$ cat src/rtl/stack_arbiter.sv
// Two-requester push/pop sequencer for the return-address stack.
// Define ARB_RR_EN for round-robin ties; otherwise requester 1 wins.
module stack_arbiter #(
   parameter int STK_WIDTH = 32,
   parameter int PTR_WIDTH = 6
) (
   input  logic                 CLK,
   input  logic                 RST,
   input  logic                 REQ0_VALID,
   output logic                 REQ0_READY,
   input  logic                 REQ0_OP,
   input  logic [STK_WIDTH-1:0] REQ0_DATA,
   input  logic                 REQ1_VALID,
   output logic                 REQ1_READY,
   input  logic                 REQ1_OP,
   input  logic [STK_WIDTH-1:0] REQ1_DATA,
   output logic                 RSP_VALID,
   input  logic                 RSP_READY,
   output logic                 RSP_ID,
   output logic [STK_WIDTH-1:0] RSP_DATA,
   output logic                 RSP_ERR,
   output logic                 STK_PUSH,
   output logic                 STK_POP,
   output logic [STK_WIDTH-1:0] STK_DIN,
   input  logic [STK_WIDTH-1:0] STK_DOUT,
   output logic [PTR_WIDTH:0]   COUNT,
   output logic                 FULL,
   output logic                 EMPTY
);

   localparam logic [PTR_WIDTH:0] DEPTH = (PTR_WIDTH+1)'(2**PTR_WIDTH);

   typedef enum logic [1:0] {IDLE, EXEC, CAPTURE, RESP} state_t;

   state_t               state;
   logic                 op;
   logic                 grant1;
   logic                 hs;
   logic                 sel_op;
   logic                 err_now;
   logic [STK_WIDTH-1:0] sel_data;
`ifdef ARB_RR_EN
   logic                 last;
`endif

   assign FULL  = (COUNT == DEPTH);
   assign EMPTY = (COUNT == '0);

   // Ties go to whichever requester was not served last.
   always_comb begin
`ifdef ARB_RR_EN
      grant1 = REQ1_VALID & (~REQ0_VALID | ~last);
`else
      grant1 = REQ1_VALID;
`endif
      hs       = ~RST & (state == IDLE) & (REQ0_VALID | REQ1_VALID);
      sel_op   = grant1 ? REQ1_OP : REQ0_OP;
      sel_data = grant1 ? REQ1_DATA : REQ0_DATA;
      err_now  = sel_op ? FULL : EMPTY;
   end

   assign REQ0_READY = hs & ~grant1;
   assign REQ1_READY = hs & grant1;

   always_ff @(posedge CLK or posedge RST) begin
      if (RST) begin
         state     <= IDLE;
         op        <= 1'b0;
         COUNT     <= '0;
         STK_PUSH  <= 1'b0;
         STK_POP   <= 1'b0;
         STK_DIN   <= '0;
         RSP_VALID <= 1'b0;
         RSP_ID    <= 1'b0;
         RSP_DATA  <= '0;
         RSP_ERR   <= 1'b0;
`ifdef ARB_RR_EN
         last      <= 1'b1;
`endif
      end else begin
         unique case (state)
            IDLE: begin
               if (hs) begin
                  RSP_ID   <= grant1;
                  op       <= sel_op;
                  STK_DIN  <= sel_data;
                  RSP_DATA <= '0;
                  RSP_ERR  <= err_now;
`ifdef ARB_RR_EN
                  last     <= grant1;
`endif
                  if (err_now) begin
                     RSP_VALID <= 1'b1;
                     state     <= RESP;
                  end else begin
                     STK_PUSH <= sel_op;
                     STK_POP  <= ~sel_op;
                     state    <= EXEC;
                  end
               end
            end
            EXEC: begin
               STK_PUSH <= 1'b0;
               STK_POP  <= 1'b0;
               if (op) begin
                  COUNT     <= COUNT + 1'b1;
                  RSP_VALID <= 1'b1;
                  state     <= RESP;
               end else begin
                  COUNT <= COUNT - 1'b1;
                  state <= CAPTURE;
               end
            end
            CAPTURE: begin
               RSP_DATA  <= STK_DOUT;
               RSP_VALID <= 1'b1;
               state     <= RESP;
            end
            RESP: begin
               if (RSP_READY) begin
                  RSP_VALID <= 1'b0;
                  state     <= IDLE;
               end
            end
            default: state <= IDLE;
         endcase
      end
   end

endmodule

$ cat config.mk
export PLATFORM = sky130hd
export DESIGN_NAME = stack_arbiter
export DESIGN_NICKNAME = d
export VERILOG_FILES = /design/src/rtl/stack_arbiter.sv
export SDC_FILE = /design/constraint.sdc
export NUM_CORES = 1
export LEC_CHECK = 0
export BUFFER_PORTS_ARGS = -buffer_cell sky130_fd_sc_hd__buf_2
export CELL_PAD_IN_SITES_DETAIL_PLACEMENT = 1
export CELL_PAD_IN_SITES_GLOBAL_PLACEMENT = 2
export CORE_ASPECT_RATIO = 1.25
export CORE_MARGIN = 2
export CORE_UTILIZATION = 25
export DETAILED_ROUTE_END_ITERATION = 6
export PLACE_DENSITY = 0.86
export SLEW_MARGIN = 15
export SYNTH_ARGS = -nofsm -noshare
export SYNTH_HDL_FRONTEND = slang
export SYNTH_SLANG_ARGS = --single-unit
$ cat constraint.sdc
create_clock -name CLK -period 2.5 [get_ports CLK]
set_input_delay 0.5 -clock CLK [delete_from_list [all_inputs] [get_ports CLK]]
set_output_delay 0.5 -clock CLK [all_outputs]
set_load 0.01 [all_outputs]
==> metrics.yaml <==
worst_setup_path:
  cpPeakStageDelay_ns: 0.48
  crit_arrival_ns: 1.85
  endpoint: "EMPTY"
  rr_endpoint: "COUNT[5]$_DFFE_PP0N_"
  worst-path-max-fanout: 5
  cp_slowest_cell: "nor4_1"
  rr_worst_depth: 6
  worstReg2RegStart: "op$_DFFE_PP0P_"
  path_cells: "nor4_1 -> nand2_1 -> nor2_1 -> buf_2"
  crit_path_start_kind: "flop"
  crit_required_ns: 2.00
  critPathKind: "reg -> out"
  end_kind: "output port"
  reg2reg_slack_ns: 0.36
  cp-startpoint: "COUNT[0]$_DFFE_PP0N_"
route:
  drc: 0
  drtPass1Iterations: 4
  first_iter_violations: 180
  ant_nets: 0
  vias: 3225
  postRouteWirelength_mm: 11.5
  wire_per_inst_um: 17.7
  viasPerCell: 4.94
cells_and_area:
  drive_above_1_share: 0.461
  syn_to_final_growth_pct: 39.3
  multi_input_area_mm2: 0.00150
  diodes: 0
  finish.utilization: 0.353
  nets: 584
  seqCellArea_mm2: 0.00198
  nFillCells: 1643
global_route:
  grt_usage: 0.150
  antenna_found_initial: 0
  grt_max_degree: 55
  grt_overflow: 0
  grt_first_pass_wirelength_mm: 18.5
  grt_pass1_vias: 3494
yosys:
  yosys_most_used_dff: "dfrtp_1"
  seq_area_frac_synth: 0.547
  synth_cells: 292
  yosysWarnings: 0
  avgSynthCellArea_um2: 12.4
  synth_fp_nets: 406
  ys_ff_latch: 79
  async_reset_ff_frac: 1.00
  synth_edf_count: 0
  synth_area_leader_cell: "dfrtp_1"
  yosys.area.top_type_share: 0.547
  synth.area.top_cells: "dfrtp_1 55%, a221o_1 9.1%, a22o_1 7.8%"
  ys_types: 46
  syn-cell-area_mm2: 0.00362
clock_network:
  clockBufferDepth: 2
  hold_buffers: 0
  ctsRootBufferMaster: "clkbuf_16"
  insertion_delay_ns: 0.34
  cts_sinks: 79
  cts_tree: "built"
  numCtsBuffers: 9
  post-cts-setup-buffers: 0
  clk_pin_slew_ns: 0.06
  cts_max_level: 3
placed_design:
  gp_congestion: 0.781
  port_buffers: 182
  dp_hpwl_mm: 8.67
die:
  die_area_mm2: 0.0154
  row_count: 49
  ios: 183
  die_h_um: 138
  initial_core_util: 0.253
  die_w_um: 112
  core_mm2: 0.0143
sta:
  fin_crit_ns: 2.35
  setup_tns_ns: 0
  rsz0062_at_grt: "false"
  slew_viol_final: 0
  finalCritPeriodShare: 0.940
  skew_ns: 0.00738
  slew_headroom: 0.510
  finalHoldViolCount: 0
  worst_slew_pin_slew_ns: 0.734
  clock.fmax_mhz: 425
  final-setup-viol-count: 0
pwr:
  powerDensity_mw_per_mm2: 1310
  power_leakage_uw: 0.00251
  vdd_drop_max_mv: 0.482
run:
  drv_cap: 0
worst_hold_path:
  hold_class: "in -> async"
outcome:
  status: "finished, final reports clean"
sequential cells by signal, indices dropped and copies added, names as in the netlist:
register and cells:
STK_PUSH 1, RSP_DATA 32, RSP_ERR 1, COUNT 7, STK_POP 1, state 2
RSP_VALID 1, op 1, STK_DIN 32, RSP_ID 1
placed cells by master, fill, tap and decap left out, drive strengths merged, types with 2 or more instances in the layout:
cell	count
buf	191
dfrtp	79
a221o	33
nor3b	33
a22o	32
clkbuf	11
inv	10
ha	10
o21ai	8
nand2	7
a21oi	6
nor2	5
mux2i	4
xnor2	4
a21o	4
a211oi	4
clkinv	3
mux2	2
o22ai	2
nor4b	2
nand3	2
power by group:
part / switching, µW / internal [µW] / total, µW
Sequential: 377 / 1880 / 2260
Combinational: 1610 / 1450 / 3060
Clock: 518 / 776 / 1290
repair_timing:
action,CTS,global route
hold endpoints to repair,0,0
resized for setup,0,1
setup endpoints to repair,0,1
layer usage:
layer / part of all wire / global-route usage / wire length [µm]
met5: 0 / 0 / 0
met4: 0.013 / 0.0448 / 152
met3: 0.054 / 0.0447 / 625
met2: 0.53 / 0.267 / 6100
met1: 0.40 / 0.174 / 4650
kinds of logic (layout without fill, tap and decap cells):
| logic type | after synthesis | after routing | synth area share |
|---|---|---|---|
| simple gates | 60 | 60 | 0.110 |
| compound gates | 97 | 97 | 0.231 |
| fa+ha+maj | 11 | 11 | 0.0401 |
| mux | 6 | 6 | 0.0173 |
| buf+inv | 34 | 217 | 0.0419 |
| flops | 79 | 79 | 0.547 |
| xor+xnor | 5 | 5 | 0.0121 |
worst min path at each step:
stage | end | start | slack (ns)
floorplan | RSP_ERR$_DFFE_PP0P_ | RSP_ERR$_DFFE_PP0P_ | 0.52
global route | op$_DFFE_PP0P_ | RST | 0.31
detailed placement | RSP_ERR$_DFFE_PP0P_ | RSP_ERR$_DFFE_PP0P_ | 0.47
CTS | op$_DFFE_PP0P_ | RST | 0.29
global placement | RSP_ID$_DFFE_PP0P_ | RSP_ID$_DFFE_PP0P_ | 0.46
finish | op$_DFFE_PP0P_ | RST | 0.27
area by class of cell:
class / instances / share of cell area
Inverter: 10 / 0.00820
Timing Repair Buffer: 191 / 0.199
Clock inverter: 5 / 0.0114
Tap cell: 178 / 0.0442
Clock buffer: 11 / 0.0462
Sequential cell: 79 / 0.393
Multi-Input combinational cell: 179 / 0.298
worst max-delay path, delay by kind of cell (launching register included):
family | cells | cell delay, ns
flip-flops | 1 | 0.46
buffers and inverters | 1 | 0.15
AND/OR/NAND/NOR | 3 | 0.90
synth_stat cells, types with 2 or more instances:
cell type and count:
dfrtp_1 79, a221o_1 33, nor3b_1 33, a22o_1 32, buf_2 16, ha_1 10, inv_1 10, nand2_1 7
clkbuf_1 6, o21ai_0 6, a21oi_1 5, nor2_1 5, a21o_1 4, mux2i_1 4, xnor2_1 4, a211oi_1 3
mux2_2 2, nand3_1 2, nor4b_1 2, o21ai_2 2, o22ai_1 2
through the flow:
step / setup WS [ns] / hold WS [ns] / instances / area, µm² / total power, µW
after floorplan: 0.535 / 0.517 / 292 / 3620 / 4200
after global placement: 0.442 / 0.460 / 637 / 4740 / 5230
after detailed placement: 0.380 / 0.473 / 637 / 4740 / 5360
after CTS: 0.113 / 0.287 / 653 / 5030 / 6700
after global routing: 0.0260 / 0.305 / 653 / 5040 / 7090
final: 0.149 / 0.274 / 653 / 5040 / 6610
(Power assumes the default switching activity.)
